[src/rtl/filter_sample_feeder.sv]
// filter_sample_feeder: FIFO-buffered, rate-paced sample_trig/filter_done initiator for the biquad cascade.
// Define FEEDER_HOLD_LAST_EN to re-trigger with the held sample when a tick finds the FIFO empty.
module filter_sample_feeder #(
  parameter int DATA_SIZE      = 24,
  parameter int FIFO_DEPTH     = 8,
  parameter int DIV_WIDTH      = 16,
  parameter int TIMEOUT_CYCLES = 1023
) (
  input  logic                          clk,
  input  logic                          reset,
  input  logic [DATA_SIZE-1:0]          s_data,
  input  logic                          s_valid,
  output logic                          s_ready,
  input  logic [DIV_WIDTH-1:0]          rate_div,
  output logic [DATA_SIZE-1:0]          filt_data,
  output logic                          filt_trig,
  input  logic                          filt_done,
  input  logic [DATA_SIZE-1:0]          filt_result,
  output logic [DATA_SIZE-1:0]          m_data,
  output logic                          m_valid,
  output logic [$clog2(FIFO_DEPTH):0]   fifo_level,
  input  logic                          clear_flags,
  output logic                          overrun,
  output logic                          underrun,
  output logic                          timeout
);
  localparam int AW = $clog2(FIFO_DEPTH);
  localparam int LW = AW + 1;
  localparam int TW = $clog2(TIMEOUT_CYCLES + 1);
  typedef enum logic {IDLE, BUSY} state_t;
  logic [DATA_SIZE-1:0] mem_q [FIFO_DEPTH];
  logic [AW-1:0] wr_q, rd_q;
  logic [LW-1:0] lvl_q;
  logic [DIV_WIDTH-1:0] div_q, div_load;
  logic [TW-1:0] tmo_q, tmo_d;
  state_t state_q, state_d;
  logic [DATA_SIZE-1:0] data_q, data_d, mdat_q, mdat_d;
  logic trig_q, trig_d, mv_q, mv_d;
  logic ovr_q, und_q, tmo_flag_q;
  logic full, empty, push, pop, tick, fire, done_ok, ovr_f, und_f, tmo_f;
  assign full       = lvl_q == LW'(FIFO_DEPTH);
  assign empty      = lvl_q == '0;
  assign push       = s_valid && !full;
  assign tick       = div_q == '0;
  assign div_load   = (rate_div < DIV_WIDTH'(4)) ? DIV_WIDTH'(3) : rate_div - DIV_WIDTH'(1);
  // done in the trigger cycle itself belongs to no sample we issued
  assign done_ok    = filt_done && !trig_q;
  assign s_ready    = !full;
  assign filt_data  = data_q;
  assign filt_trig  = trig_q;
  assign m_data     = mdat_q;
  assign m_valid    = mv_q;
  assign fifo_level = lvl_q;
  assign overrun    = ovr_q;
  assign underrun   = und_q;
  assign timeout    = tmo_flag_q;
  always_comb begin
    pop     = (state_q == IDLE) && tick && !empty;
`ifdef FEEDER_HOLD_LAST_EN
    fire    = (state_q == IDLE) && tick;
`else
    fire    = pop;
`endif
    und_f   = (state_q == IDLE) && tick && empty;
    ovr_f   = (state_q == BUSY) && tick;
    tmo_f   = (state_q == BUSY) && !done_ok && (tmo_q == TW'(TIMEOUT_CYCLES - 1));
    mv_d    = (state_q == BUSY) && done_ok;
    trig_d  = fire;
    data_d  = pop ? mem_q[rd_q] : data_q;
    mdat_d  = mv_d ? filt_result : mdat_q;
    tmo_d   = (state_q == BUSY) ? tmo_q + TW'(1) : '0;
    state_d = fire ? BUSY : (mv_d || tmo_f) ? IDLE : state_q;
  end
  always_ff @(posedge clk) begin
    if (push) mem_q[wr_q] <= s_data;
  end
  always_ff @(posedge clk) begin
    if (reset) begin
      wr_q       <= '0;
      rd_q       <= '0;
      lvl_q      <= '0;
      div_q      <= div_load;
      tmo_q      <= '0;
      state_q    <= IDLE;
      data_q     <= '0;
      mdat_q     <= '0;
      trig_q     <= 1'b0;
      mv_q       <= 1'b0;
      ovr_q      <= 1'b0;
      und_q      <= 1'b0;
      tmo_flag_q <= 1'b0;
    end else begin
      wr_q       <= wr_q + AW'(push);
      rd_q       <= rd_q + AW'(pop);
      lvl_q      <= lvl_q + LW'(push) - LW'(pop);
      div_q      <= tick ? div_load : div_q - DIV_WIDTH'(1);
      tmo_q      <= tmo_d;
      state_q    <= state_d;
      data_q     <= data_d;
      mdat_q     <= mdat_d;
      trig_q     <= trig_d;
      mv_q       <= mv_d;
      ovr_q      <= (ovr_q && !clear_flags) || ovr_f;
      und_q      <= (und_q && !clear_flags) || und_f;
      tmo_flag_q <= (tmo_flag_q && !clear_flags) || tmo_f;
    end
  end
endmodule

[config.mk]
export PLATFORM = sky130hd
export DESIGN_NAME = filter_sample_feeder
export DESIGN_NICKNAME = d
export VERILOG_FILES = /design/src/rtl/filter_sample_feeder.sv
export SDC_FILE = /design/constraint.sdc
export NUM_CORES = 1
export LEC_CHECK = 0
export BUFFER_PORTS_ARGS = -buffer_cell sky130_fd_sc_hd__buf_2
export CORE_MARGIN = 2
export CORE_UTILIZATION = 60
export CTS_CLUSTER_SIZE = 10
export DETAILED_ROUTE_END_ITERATION = 6
export GPL_TIMING_DRIVEN = 1
export PLACE_DENSITY = 0.89
export SYNTH_ARGS = -nofsm -noshare
export SYNTH_HDL_FRONTEND = slang
export SYNTH_SLANG_ARGS = --single-unit
[constraint.sdc]
create_clock -name clk -period 8.5 [get_ports clk]
set_input_delay 0.85 -clock clk [delete_from_list [all_inputs] [get_ports clk]]
set_output_delay 0.85 -clock clk [all_outputs]
set_load 0.01 [all_outputs]
**Word-level counts from Yosys, hierarchy flattened**

Memories as Yosys holds them, arrays and structs flattened. A register that Yosys moved wholly into a read port is not among the register bits.
Index checks and enable logic that the tools add are counted.

- Output and inout bits: 58
- Logic and storage cells: 56
- Memory bits (writable): 192
- Memories kept: 1
- Register bits: 66

Memories:

| name | words | width | read ports | clocked after memory_dff | wr ports | line | source |
|---|---|---|---|---|---|---|---|
| mem_q | 8 | 24 | 1 | 1 | 1 | 31 | `logic [DATA_SIZE-1:0] mem_q [FIFO_DEPTH];` |

- Order comparisons: 1
- Eq/ne operators: 2
- Muxes and demuxes: 7
- Reductions and logical operators: 25
- Bitwise operators: 1
- Add/sub/neg operators: 7

Operators by type and width:

| operator | number |
|---|---|
| 2-to-1 mux 16 bit | 3 |
| subtractor 16 x 1 -> 16 bit, second input constant | 2 |
| logical NOT 16 bit | 1 |
| less-than comparator 16 x 3 -> 1 bit, second input constant | 1 |
| logical AND 1 bit | 12 |
| adder 10 x 1 -> 10 bit, second input constant | 1 |
| equality test 10 bit, second input constant | 1 |
| adder 3 x 1 -> 3 bit | 2 |
| logical NOT 1 bit | 5 |
| adder 4 x 1 -> 4 bit | 1 |
| equality test 4 bit, second input constant | 1 |
| logical NOT 4 bit | 1 |
| logical OR 1 bit | 4 |
| 2-to-1 mux 1 bit | 4 |
| subtractor 4 x 1 -> 4 bit | 1 |
| nonzero test 2 bit | 1 |
| OR reduction 2 bit | 1 |
| NOT 1 bit | 1 |

**Logic depth before layout (Yosys ltp)**

Gate-level depths: netlist of the first run.

- Word-level depth: 8
- Mapped depth: 12

**Worst setup path after synthesis of the first run**

Ideal clock, no wire load.

- Path kind: input to register
- Start: in s_valid
- End: mem mem_q[0][0] (enable)
- Data arrival time: 3.316 ns
- Path buffers: 0
- Slack: 4.718 ns
- Cell stages on the path: 2
- Library setup time: 0.466 ns
- Path through: nand2_1 nor4_1

- Word-level cells in the longest chain between the ends: 3

Ends and longest elaborated chain:

| item | line | source |
|---|---|---|
| start: declaration | 12 | `input logic s_valid,` |
| logical AND 1 bit | 43 | `assign push = s_valid && !full;` |
| 2-to-1 mux 1 bit | 75 | `if (push) mem_q[wr_q] <= s_data;` |
| 2-to-1 mux 1 bit (implied by the code) | 75 |  |
| end: declaration | 31 |  |

No other way between the ends.

**Final worst setup path of the first run**

- Start: reg div_q[0]
- End: reg lvl_q[3] (netlist: fifo_level[3])

- Word-level cells in the longest chain between the ends: 4

Ends and longest elaborated chain:

| item | line | source |
|---|---|---|
| start: declaration | 34 | `logic [DIV_WIDTH-1:0] div_q, div_load;` |
| start signal: assignment | 82 | `div_q <= div_load;` |
| start signal: assignment | 96 | `div_q <= tick ? div_load : div_q - DIV_WIDTH'(1);` |
| logical NOT 16 bit | 44 | `assign tick = div_q == '0;` |
| logical AND 1 bit (2 in a row) | 58 | `pop = (state_q == IDLE) && tick && !empty;` |
| subtractor 4 x 1 -> 4 bit | 95 | `lvl_q <= lvl_q + LW'(push) - LW'(pop);` |
| end signal: assignment | 95 |  |
| end: declaration | 33 | `logic [LW-1:0] lvl_q;` |

No other way between the ends.
A chain may end at the register's enable or synchronous reset.

==> results of run 1 <==
worst max path at each step:
stage                     startpoint  slack [ns]                        to
finish              div_q[0]$_DFF_P_        5.33  fifo_level[3]$_SDFF_PP0_
global route        div_q[0]$_DFF_P_        5.17  fifo_level[3]$_SDFF_PP0_
CTS                 div_q[0]$_DFF_P_        5.33  fifo_level[3]$_SDFF_PP0_
detailed placement  div_q[0]$_DFF_P_        5.39  fifo_level[3]$_SDFF_PP0_
global placement    div_q[0]$_DFF_P_        5.52  fifo_level[3]$_SDFF_PP0_
floorplan                    s_valid        4.72     mem_q[0][0]$_DFFE_PP_
report_power, final:
part	internal, W	switching (W)	leakage [nW]
combinational	0.0000858	0.000136	1.46
clock	0.000803	0.000515	0.489
sequential	0.00153	0.0000344	2.47
metal layers:
metal / vias up / global-route usage / wire (um)
li1: 3015 / - / -
met1: 3257 / 0.2987 / 8948
met2: 312 / 0.4120 / 11850
met3: 56 / 0.04547 / 1726
met4: 0 / 0.09144 / 649
met5: - / 0 / 0
critical path: stages, from the launching register on:
cell	delay, ns
dfxtp_1	0.34
inv_1	0.11
ha_1	0.15
nor4b_2	0.28
nand4_2	0.19
a211oi_4	0.23
buf_4	0.62
nand2_1	0.22
ha_1	0.31
a21o_1	0.16
a21oi_1	0.21
xnor2_1	0.16
nor2_1	0.05
sequential cells by signal, summed over array words and instances (netlist names):
| register | cells |
|---|---|
| overrun | 1 |
| mem_q | 192 |
| m_valid | 1 |
| filt_data | 24 |
| rd_q | 3 |
| state_q | 1 |
| div_q | 16 |
| filt_trig | 1 |
| wr_q | 3 |
| underrun | 1 |
| m_data | 24 |
| fifo_level | 4 |
| tmo_q | 10 |
| timeout | 1 |
Yosys cell counts (2+ instances only):
cell type | instances | share of area
nand2b_1 | 5 | 0.0028
ha_1 | 13 | 0.015
nor2b_1 | 5 | 0.0028
xor2_1 | 18 | 0.014
nor4_4 | 3 | 0.0057
nor4_1 | 5 | 0.0028
dfxtp_1 | 90 | 0.16
a211oi_2 | 21 | 0.024
nand2_1 | 66 | 0.022
edfxtp_1 | 192 | 0.52
a21oi_1 | 32 | 0.014
nand3_1 | 8 | 0.0036
nor3_1 | 13 | 0.0058
buf_6 | 3 | 0.0030
mux4_2 | 48 | 0.097
and2_1 | 2 | 0.0011
and3_1 | 2 | 0.0011
o22ai_1 | 10 | 0.0056
o21ai_0 | 4 | 0.0018
nand4_1 | 4 | 0.0022
buf_2 | 7 | 0.0031
buf_4 | 3 | 0.0020
buf_1 | 4 | 0.0013
a22oi_1 | 3 | 0.0020
xnor2_1 | 17 | 0.013
mux2i_1 | 24 | 0.022
a211oi_1 | 3 | 0.0020
clkbuf_1 | 19 | 0.0064
inv_1 | 12 | 0.0040
nor2_1 | 56 | 0.019
or3_1 | 7 | 0.0039
area by class of cell:
cell class | count | area share
antenna | 2 | 0.0003834
clock buffer | 55 | 0.07362
clock inverter | 3 | 0.004793
inverter | 12 | 0.003451
multi-input combinational | 390 | 0.2604
sequential | 282 | 0.5801
tap | 229 | 0.02195
timing repair buffer | 138 | 0.05521
cells by family after synthesis:
kind of cell / after synthesis
DFF: 282
and+or+nand+nor: 186
AOI/OAI and AO/OA: 83
buffers and inverters: 48
adders and majority gates: 14
muxes: 72
xor gates and xnor gates: 35
metrics by stage:
stage,total power (W),cells,cell area (sq um),util,worst slack [ns]
floorplan,0.001720,720,11150,-,4.718
global placement,0.001797,1051,12020,0.6648,5.516
detailed placement,0.001809,1051,12020,0.6648,5.393
CTS,0.003132,1109,13050,0.7214,5.328
global route,0.003211,1110,13050,0.7216,5.169
finish,0.003110,1111,13050,0.7217,5.326
==> results.json, run 1 <==
{
  "status": "finished, final reports clean",
  "die_h_um": 140.3,
  "gp_congestion": 0.8383,
  "antenna_found_initial": 2,
  "grt_pass1_wl_um": 36050,
  "multi_input_area_sq_um": 3400,
  "yosysSeqAreaShare": 0.6786,
  "rrSetupSlack_ns": 5.33,
  "yosysWarningCount": 0,
  "synthAdderAreaFrac": 0.01638,
  "hpwl_um": 13160,
  "worstPathMaxFanout": 53,
  "reg2reg_to": "fifo_level[3]$_SDFF_PP0_",
  "clockBufferDepth": 3,
  "period_minus_slack_ns": 3.174,
  "ant_nets": 0,
  "timing.hold.ws_ns": 0.4507,
  "holdCritPathClass": "reg2reg",
  "dieArea_sq_um": 19690,
  "num_rows": 49,
  "synth_edf_count": 192,
  "cts-resized-gates": 0,
  "path_class": "reg2reg",
  "firstDrtPassIters": 5,
  "start_util": 0.6165,
  "vias": 6640,
  "worstSetupStartpointType": "register",
  "cts_root_buf": "clkbuf_16",
  "holdBufCountCts": 0,
  "min_path_cells": 2,
  "skew_ns": 0.01612,
  "synth_top_family_by_area": "multiplexers",
  "fill_cells": 1118,
  "final_cell_mix": "edfxtp_1, buf_2, dfxtp_1, nand2_1, nor2_1",
  "grt_max_degree": 67,
  "synth-main-ff-cell": "edfxtp_1",
  "timing.slew.headroom": 0.1852,
  "synth_mux_area_frac": 0.1185,
  "final_max_slew_viol_count": 0,
  "htree_levels": 2,
  "clock.fmax_ghz": 0.3150,
  "rr_worst_depth": 12,
  "cts_setup_buffers": 0,
  "min_from": "m_data[7]$_SDFFE_PP0P_",
  "cts_sinks": 282,
  "layout.nets": 941,
  "regArea_sq_um": 7572,
  "rsz0062_at_grt": "false",
  "worstMarginPinSlew_ns": 1.212,
  "grt_pass1_vias": 6761,
  "grt_usage": 0.2375,
  "end_kind": "register",
  "cp_data_required_time_ns": 8.85,
  "drc": 0,
  "ys_seq_elements": 282,
  "synth_compound_area_frac": 0.05756,
  "syn_to_final_growth_pct": 17.06,
  "io_pins": 127,
  "setup_viol": 0,
  "irDropWorstVdd_v": 0.0002286,
  "syn-instance-count": 720,
  "p_leak_nw": 4.427,
  "synth_nets": 803,
  "final_hold_viol_count": 0,
  "reg2reg_from": "div_q[0]$_DFF_P_",
  "clk_pin_slew_ns": 0.05,
  "dr.first_iter.drc_count": 397,
  "yosysUniqueCellTypes": 52,
  "synth_xor_area_frac": 0.02749,
  "drv.max_cap_violation_count": 0,
  "synthArstFlopShare": 0,
  "finalCritPeriodShare": 0.3734,
  "wl_per_cell_um": 20.86,
  "cts_buffers": 34,
  "detail_route.vias_per_cell": 5.977,
  "tns_ns": 0,
  "coreArea_sq_um": 18090,
  "numPortBuffers": 126,
  "clk_latency_ns": 0.50,
  "mostFrequentLayoutCell": "edfxtp_1",
  "syn_area_per_cell_sq_um": 15.49,
  "overflow": 0,
  "syn_area_sq_um": 11150,
  "synth-simple-area-share": 0.08146,
  "wirelength_um": 23170,
  "cp.arrival_ns": 3.52,
  "chipWidth_um": 140.3,
  "power_density_nw_per_um2": 238.3,
  "worstHoldEndpoint": "m_data[7]$_SDFFE_PP0P_",
  "cts_tree": "done",
  "drive_above_1_share": 0.3011
}
(Power assumes the default switching activity.)
==> inputs of run 2 (changes only) <==
--- a/config.mk
+++ b/config.mk
@@ -7,11 +7,11 @@
 export LEC_CHECK = 0
 export BUFFER_PORTS_ARGS = -buffer_cell sky130_fd_sc_hd__buf_2
 export CORE_MARGIN = 2
-export CORE_UTILIZATION = 60
+export CORE_UTILIZATION = 52
 export CTS_CLUSTER_SIZE = 10
 export DETAILED_ROUTE_END_ITERATION = 6
 export GPL_TIMING_DRIVEN = 1
-export PLACE_DENSITY = 0.89
+export PLACE_DENSITY = 0.82
 export SYNTH_ARGS = -nofsm -noshare
 export SYNTH_HDL_FRONTEND = slang
 export SYNTH_SLANG_ARGS = --single-unit
==> constraint.sdc (replaced) <==
create_clock -name clk -period 2.6 [get_ports clk]
set_input_delay 0.26 -clock clk [delete_from_list [all_inputs] [get_ports clk]]
set_output_delay 0.26 -clock clk [all_outputs]
set_load 0.01 [all_outputs]
==> results.json, run 2 (synthesized netlist as in run 1, its figures left out) <==
{
  "holdCritPathClass": "in2reg",
  "start_util": 0.5304,
  "period_minus_slack_ns": 2.408,
  "grt_usage": 0.2095,
  "final_hold_viol_count": 0,
  "skew_ns": 0.01992,
  "cts_tree": "done",
  "clk_latency_ns": 0.51,
  "reg2reg_to": "fifo_level[1]$_SDFF_PP0_",
  "layout.nets": 974,
  "rrSetupSlack_ns": 0.19,
  "overflow": 0,
  "min_from": "s_data[18]",
  "antenna_found_initial": 1,
  "rr_worst_depth": 10,
  "tns_ns": 0,
  "comb_power_share": 0.073,
  "mostFrequentLayoutCell": "edfxtp_1",
  "chipWidth_um": 150.4,
  "p_int_w": 0.007902,
  "largest_reg_flops": 192,
  "reg2reg_from": "div_q[0]$_DFF_P_",
  "worstPathMaxFanout": 5,
  "num_rows": 53,
  "power_w": 0.01014,
  "setup_viol": 0,
  "htree_levels": 2,
  "fill_cells": 1483,
  "finalCritPeriodShare": 0.9261,
  "ant_nets": 0,
  "path_class": "reg2reg",
  "dr.first_iter.drc_count": 368,
  "detail_route.vias_per_cell": 5.528,
  "grt_pass1_vias": 6700,
  "status": "finished, final reports clean",
  "cp_data_required_time_ns": 2.97,
  "die_h_um": 150.4,
  "grt_pass1_wl_um": 35870,
  "power_density_nw_per_um2": 753.0,
  "p_sw_w": 0.002240,
  "final_cell_mix": "edfxtp_1, buf_2, dfxtp_1, nand2_1, nor2_1",
  "irDropWorstVdd_v": 0.0007310,
  "cts_sinks": 282,
  "worstMarginPinSlew_ns": 0.5356,
  "drc": 0,
  "final_max_slew_viol_count": 0,
  "worstHoldEndpoint": "mem_q[2][18]$_DFFE_PP_",
  "gp_congestion": 0.8240,
  "worstSetupStartpointType": "register",
  "clkPwrFrac": 0.422,
  "fin_cells": 1192,
  "clockBufferDepth": 3,
  "dp_cells": 1109,
  "drv.max_cap_violation_count": 0,
  "vias": 6589,
  "end_kind": "register",
  "io_pins": 127,
  "wirelength_um": 23020,
  "cts_root_buf": "clkbuf_16",
  "preCtsSetupSlack_ns": 0.09030,
  "cts_buffers": 34,
  "clock.fmax_ghz": 0.4153,
  "p_leak_nw": 4.587,
  "timing.slew.headroom": 0.6396,
  "coreArea_sq_um": 21020,
  "drive_above_1_share": 0.3035,
  "p_sw_frac": 0.2209,
  "min_path_cells": 1,
  "hpwl_um": 13420,
  "syn_to_final_growth_pct": 20.79,
  "dieArea_sq_um": 22630,
  "numPortBuffers": 126,
  "seqPwrFrac": 0.506,
  "utilization": 0.6407,
  "rsz0062_at_grt": "false",
  "wl_per_cell_um": 19.31,
  "layout_setup_ws_ns": 0.1920,
  "cp.arrival_ns": 2.78,
  "grt_max_degree": 51,
  "top_register": "mem_q",
  "clk_pin_slew_ns": 0.05,
  "firstDrtPassIters": 4
}
-- run 2: worst max-delay path by stage --
stage | end | slack (ns) | startpoint | cells after the start
4_1_cts | fifo_level[3]$_SDFF_PP0_ | 0.07 | div_q[0]$_DFF_P_ | 11
5_1_grt | fifo_level[1]$_SDFF_PP0_ | 0.04 | div_q[0]$_DFF_P_ | 10
3_5_place_dp | fifo_level[3]$_SDFF_PP0_ | 0.09 | div_q[0]$_DFF_P_ | 11
2_1_floorplan | mem_q[2][0]$_DFFE_PP_ | -0.52 | fifo_level[2]$_SDFF_PP0_ | 5
6_report | fifo_level[1]$_SDFF_PP0_ | 0.19 | div_q[0]$_DFF_P_ | 10
3_3_place_gp | fifo_level[3]$_SDFF_PP0_ | 0.15 | div_q[0]$_DFF_P_ | 11
-- run 2: critical path, cell delays in order (launching register included) --
cell	delay, ns
dfxtp_1	0.34
inv_1	0.10
ha_1	0.15
nor4b_4	0.23
nand4_2	0.18
a211oi_4	0.25
buf_4	0.18
xnor2_1	0.11
ha_1	0.20
fa_1	0.40
nor2b_1	0.14
-- run 2: metal layers --
layer	wire [um]	vias up	global-route usage
li1	-	3079	-
met4	601	0	0.07642
met2	11570	226	0.3655
met3	1565	46	0.04212
met1	9281	3238	0.2598
met5	0	-	0
-- run 2: power groups by stage --
stage / registers (W) / logic [W] / clock network [W]
global route: 0.00515 / 0.000816 / 0.00454
floorplan: 0.00519 / 0.000434 / 0
CTS: 0.00513 / 0.000744 / 0.00437
global placement: 0.00520 / 0.000693 / 0
detailed placement: 0.00522 / 0.000711 / 0
finish: 0.00513 / 0.000738 / 0.00428
-- run 2: cell type report --
class                      count  area (sq um)  share of cell area
antenna                        1         2.502           0.0001858
clock buffer                  59         985.9             0.07320
clock inverter                 2         32.53            0.002415
inverter                      12         45.04            0.003344
multi-input combinational    390          3418              0.2538
sequential                   282          7572              0.5622
tap                          275         344.1             0.02555
timing repair buffer         171          1069             0.07933
-- run 2: what timing repair did --
action | CTS | global route
setup endpoints to repair | 0 | 5
hold buffers | 20 | 0
hold endpoints to repair | 20 | 0
buffers inserted | 0 | 1
gates resized for setup | 0 | 1
-- run 2: metrics by stage --
stage	hold slack (ns)	area, sq um
floorplan	0.3589	11160
global placement	0.4390	12230
detailed placement	0.4449	12230
CTS	0.0003073	13450
global route	0.02208	13470
finish	0.01602	13470
==> inputs of run 3 (changes only) <==
--- a/config.mk
+++ b/config.mk
@@ -8,10 +8,10 @@
 export BUFFER_PORTS_ARGS = -buffer_cell sky130_fd_sc_hd__buf_2
 export CORE_MARGIN = 2
 export CORE_UTILIZATION = 52
-export CTS_CLUSTER_SIZE = 10
+export CTS_CLUSTER_SIZE = 16
 export DETAILED_ROUTE_END_ITERATION = 6
 export GPL_TIMING_DRIVEN = 1
-export PLACE_DENSITY = 0.82
+export PLACE_DENSITY = 0.85
 export SYNTH_ARGS = -nofsm -noshare
 export SYNTH_HDL_FRONTEND = slang
 export SYNTH_SLANG_ARGS = --single-unit
==> results.json, run 3 (synthesized netlist as in run 1, its figures left out) <==
{
  "chipWidth_um": 150.4,
  "timing.slew.headroom": 0.6105,
  "io_pins": 127,
  "crit_family": "simple AND/OR/NAND/NOR gates",
  "cts_tree": "done",
  "fin_cells": 1206,
  "antenna_found_initial": 0,
  "ant_nets": 0,
  "syn_to_final_growth_pct": 22.12,
  "cp.depth": 9,
  "hpwl_um": 13630,
  "rrSetupSlack_ns": 0.15,
  "reg2reg_from": "div_q[12]$_DFF_P_",
  "cts_sinks": 282,
  "grt_usage": 0.2090,
  "wirelength_um": 23670,
  "htree_levels": 1,
  "irDropWorstVdd_v": 0.0007341,
  "worstPathMaxFanout": 4,
  "firstDrtPassIters": 5,
  "overflow": 0,
  "worstMarginPinSlew_ns": 0.5842,
  "dieArea_sq_um": 22630,
  "p_leak_nw": 4.653,
  "drive_above_1_share": 0.2986,
  "slowest_stage": "nor3_1",
  "num_rows": 53,
  "drv.max_cap_violation_count": 0,
  "setup_viol": 0,
  "skew_ns": 0.01497,
  "holdCritPathClass": "in2reg",
  "rr_worst_depth": 9,
  "dp_cells": 1109,
  "cp_data_required_time_ns": 2.99,
  "status": "finished, final reports clean",
  "clk_latency_ns": 0.54,
  "cts_buffers": 27,
  "clock.fmax_ghz": 0.4086,
  "final_max_slew_viol_count": 0,
  "clk_pin_slew_ns": 0.06,
  "fill_cells": 1438,
  "top_register": "mem_q",
  "cts_root_buf": "clkbuf_16",
  "antenna_cells": 0,
  "max_stage_delay_ns": 0.47,
  "dr.first_iter.drc_count": 359,
  "cp.arrival_ns": 2.84,
  "wl_per_cell_um": 19.62,
  "final_cell_mix": "edfxtp_1, buf_2, dfxtp_1, nand2_1, nor2_1",
  "end_kind": "register",
  "clockBufferDepth": 3,
  "worstSetupStartpointType": "register",
  "path_class": "reg2reg",
  "grt_pass1_wl_um": 36080,
  "endpoint": "fifo_level[3]$_SDFF_PP0_",
  "power_w": 0.009894,
  "start_util": 0.5304,
  "vias": 6748,
  "gp_congestion": 0.8492,
  "startpoint": "div_q[12]$_DFF_P_",
  "layout.nets": 993,
  "power_density_nw_per_um2": 726.6,
  "path_cells": "nor3_1, nand4_2, a211oi_4, nand2_2, ha_1, a21o_1, a21oi_1, xnor2_1, nor2_1",
  "grt_pass1_vias": 6909,
  "finalCritPeriodShare": 0.9413,
  "period_minus_slack_ns": 2.447,
  "grt_max_degree": 51,
  "drc": 0,
  "coreArea_sq_um": 21020,
  "numPortBuffers": 126,
  "die_h_um": 150.4,
  "final_hold_viol_count": 0,
  "cp_num_buf_inv": 0,
  "detail_route.vias_per_cell": 5.595,
  "mostFrequentLayoutCell": "edfxtp_1",
  "reg2reg_to": "fifo_level[3]$_SDFF_PP0_",
  "largest_reg_flops": 192
}
==> run 3: changes by cell type in the layout (fill, tap and decap cells not counted) <==
cell	delta
bufinv_16	+4
clkbuf_1	-12
clkbuf_16	-8
clkbuf_8	+1
clkinv_1	+2
clkinv_2	+3
clkinv_8	-2
diode_2	-1
dlygate4sd3_1	+26
inv_6	+1
nand2_1	-1
nand2_2	+1
==> run 3: layout make-up <==
| cell class | instances | area [sq um] | area share |
|---|---|---|---|
| clock buffer | 40 | 754.5 | 0.05541 |
| clock inverter | 10 | 151.4 | 0.01112 |
| inverter | 12 | 45.04 | 0.003308 |
| multi-input combinational | 390 | 3421 | 0.2512 |
| sequential | 282 | 7572 | 0.5561 |
| tap | 275 | 344.1 | 0.02527 |
| timing repair buffer | 197 | 1329 | 0.09758 |
==> run 3: worst min path at each step <==
| stage | from | endpoint | slack, ns | cells past startpoint |
|---|---|---|---|---|
| 2_1_floorplan | s_data[0] | mem_q[0][0]$_DFFE_PP_ | 0.36 | 0 |
| 3_3_place_gp | m_data[20]$_SDFFE_PP0P_ | m_data[20]$_SDFFE_PP0P_ | 0.44 | 2 |
| 3_5_place_dp | m_data[1]$_SDFFE_PP0P_ | m_data[1]$_SDFFE_PP0P_ | 0.45 | 2 |
| 4_1_cts | s_data[11] | mem_q[4][11]$_DFFE_PP_ | 0.001 | 1 |
| 5_1_grt | s_data[18] | mem_q[3][18]$_DFFE_PP_ | 0.01 | 1 |
| 6_report | s_data[18] | mem_q[1][18]$_DFFE_PP_ | 0.01 | 1 |
==> run 3: layer usage <==
layer | global-route usage | routed length (um)
met4 | 0.05802 | 432
met5 | 0 | 0
met3 | 0.03394 | 1523
met1 | 0.2606 | 9494
met2 | 0.3777 | 12220
==> run 3: repair_timing <==
| item | in CTS | in global routing |
|---|---|---|
| gates resized for setup | 0 | 2 |
| hold buffers | 46 | 0 |
| buffers inserted | 0 | 1 |
| endpoints found under the setup margin | 0 | 5 |
| hold endpoints to repair | 181 | 0 |
==> run 3: power by group <==
group	internal, W	switching [W]
logic	0.000342	0.000433
registers	0.00501	0.000114
clock network	0.00240	0.00159
total	0.00775	0.00214
==> run 3: worst reg2reg max path, delay by kind of cell, from the launching register on <==
| family | cells | cell delay (ns) |
|---|---|---|
| and+or+nand+nor | 4 | 0.85 |
| AOI/OAI and AO/OA | 3 | 0.69 |
| DFF | 1 | 0.33 |
| adders and majority gates | 1 | 0.30 |
| xor gates and xnor gates | 1 | 0.14 |
==> run 3: through the flow <==
stage	instance area (sq um)	TNS, ns	setup slack [ns]	util	hold slack, ns
6_report	13620	0	0.1525	0.6478	0.01114
5_1_grt	13620	-0.02325	-0.02325	0.6478	0.01119
4_1_cts	13600	0	0.07178	0.6469	0.0009927
3_5_place_dp	12230	0	0.09015	0.5819	0.4457
3_3_place_gp	12230	0	0.1584	0.5819	0.4384
2_1_floorplan	11160	-40.10	-0.5153	-	0.3589
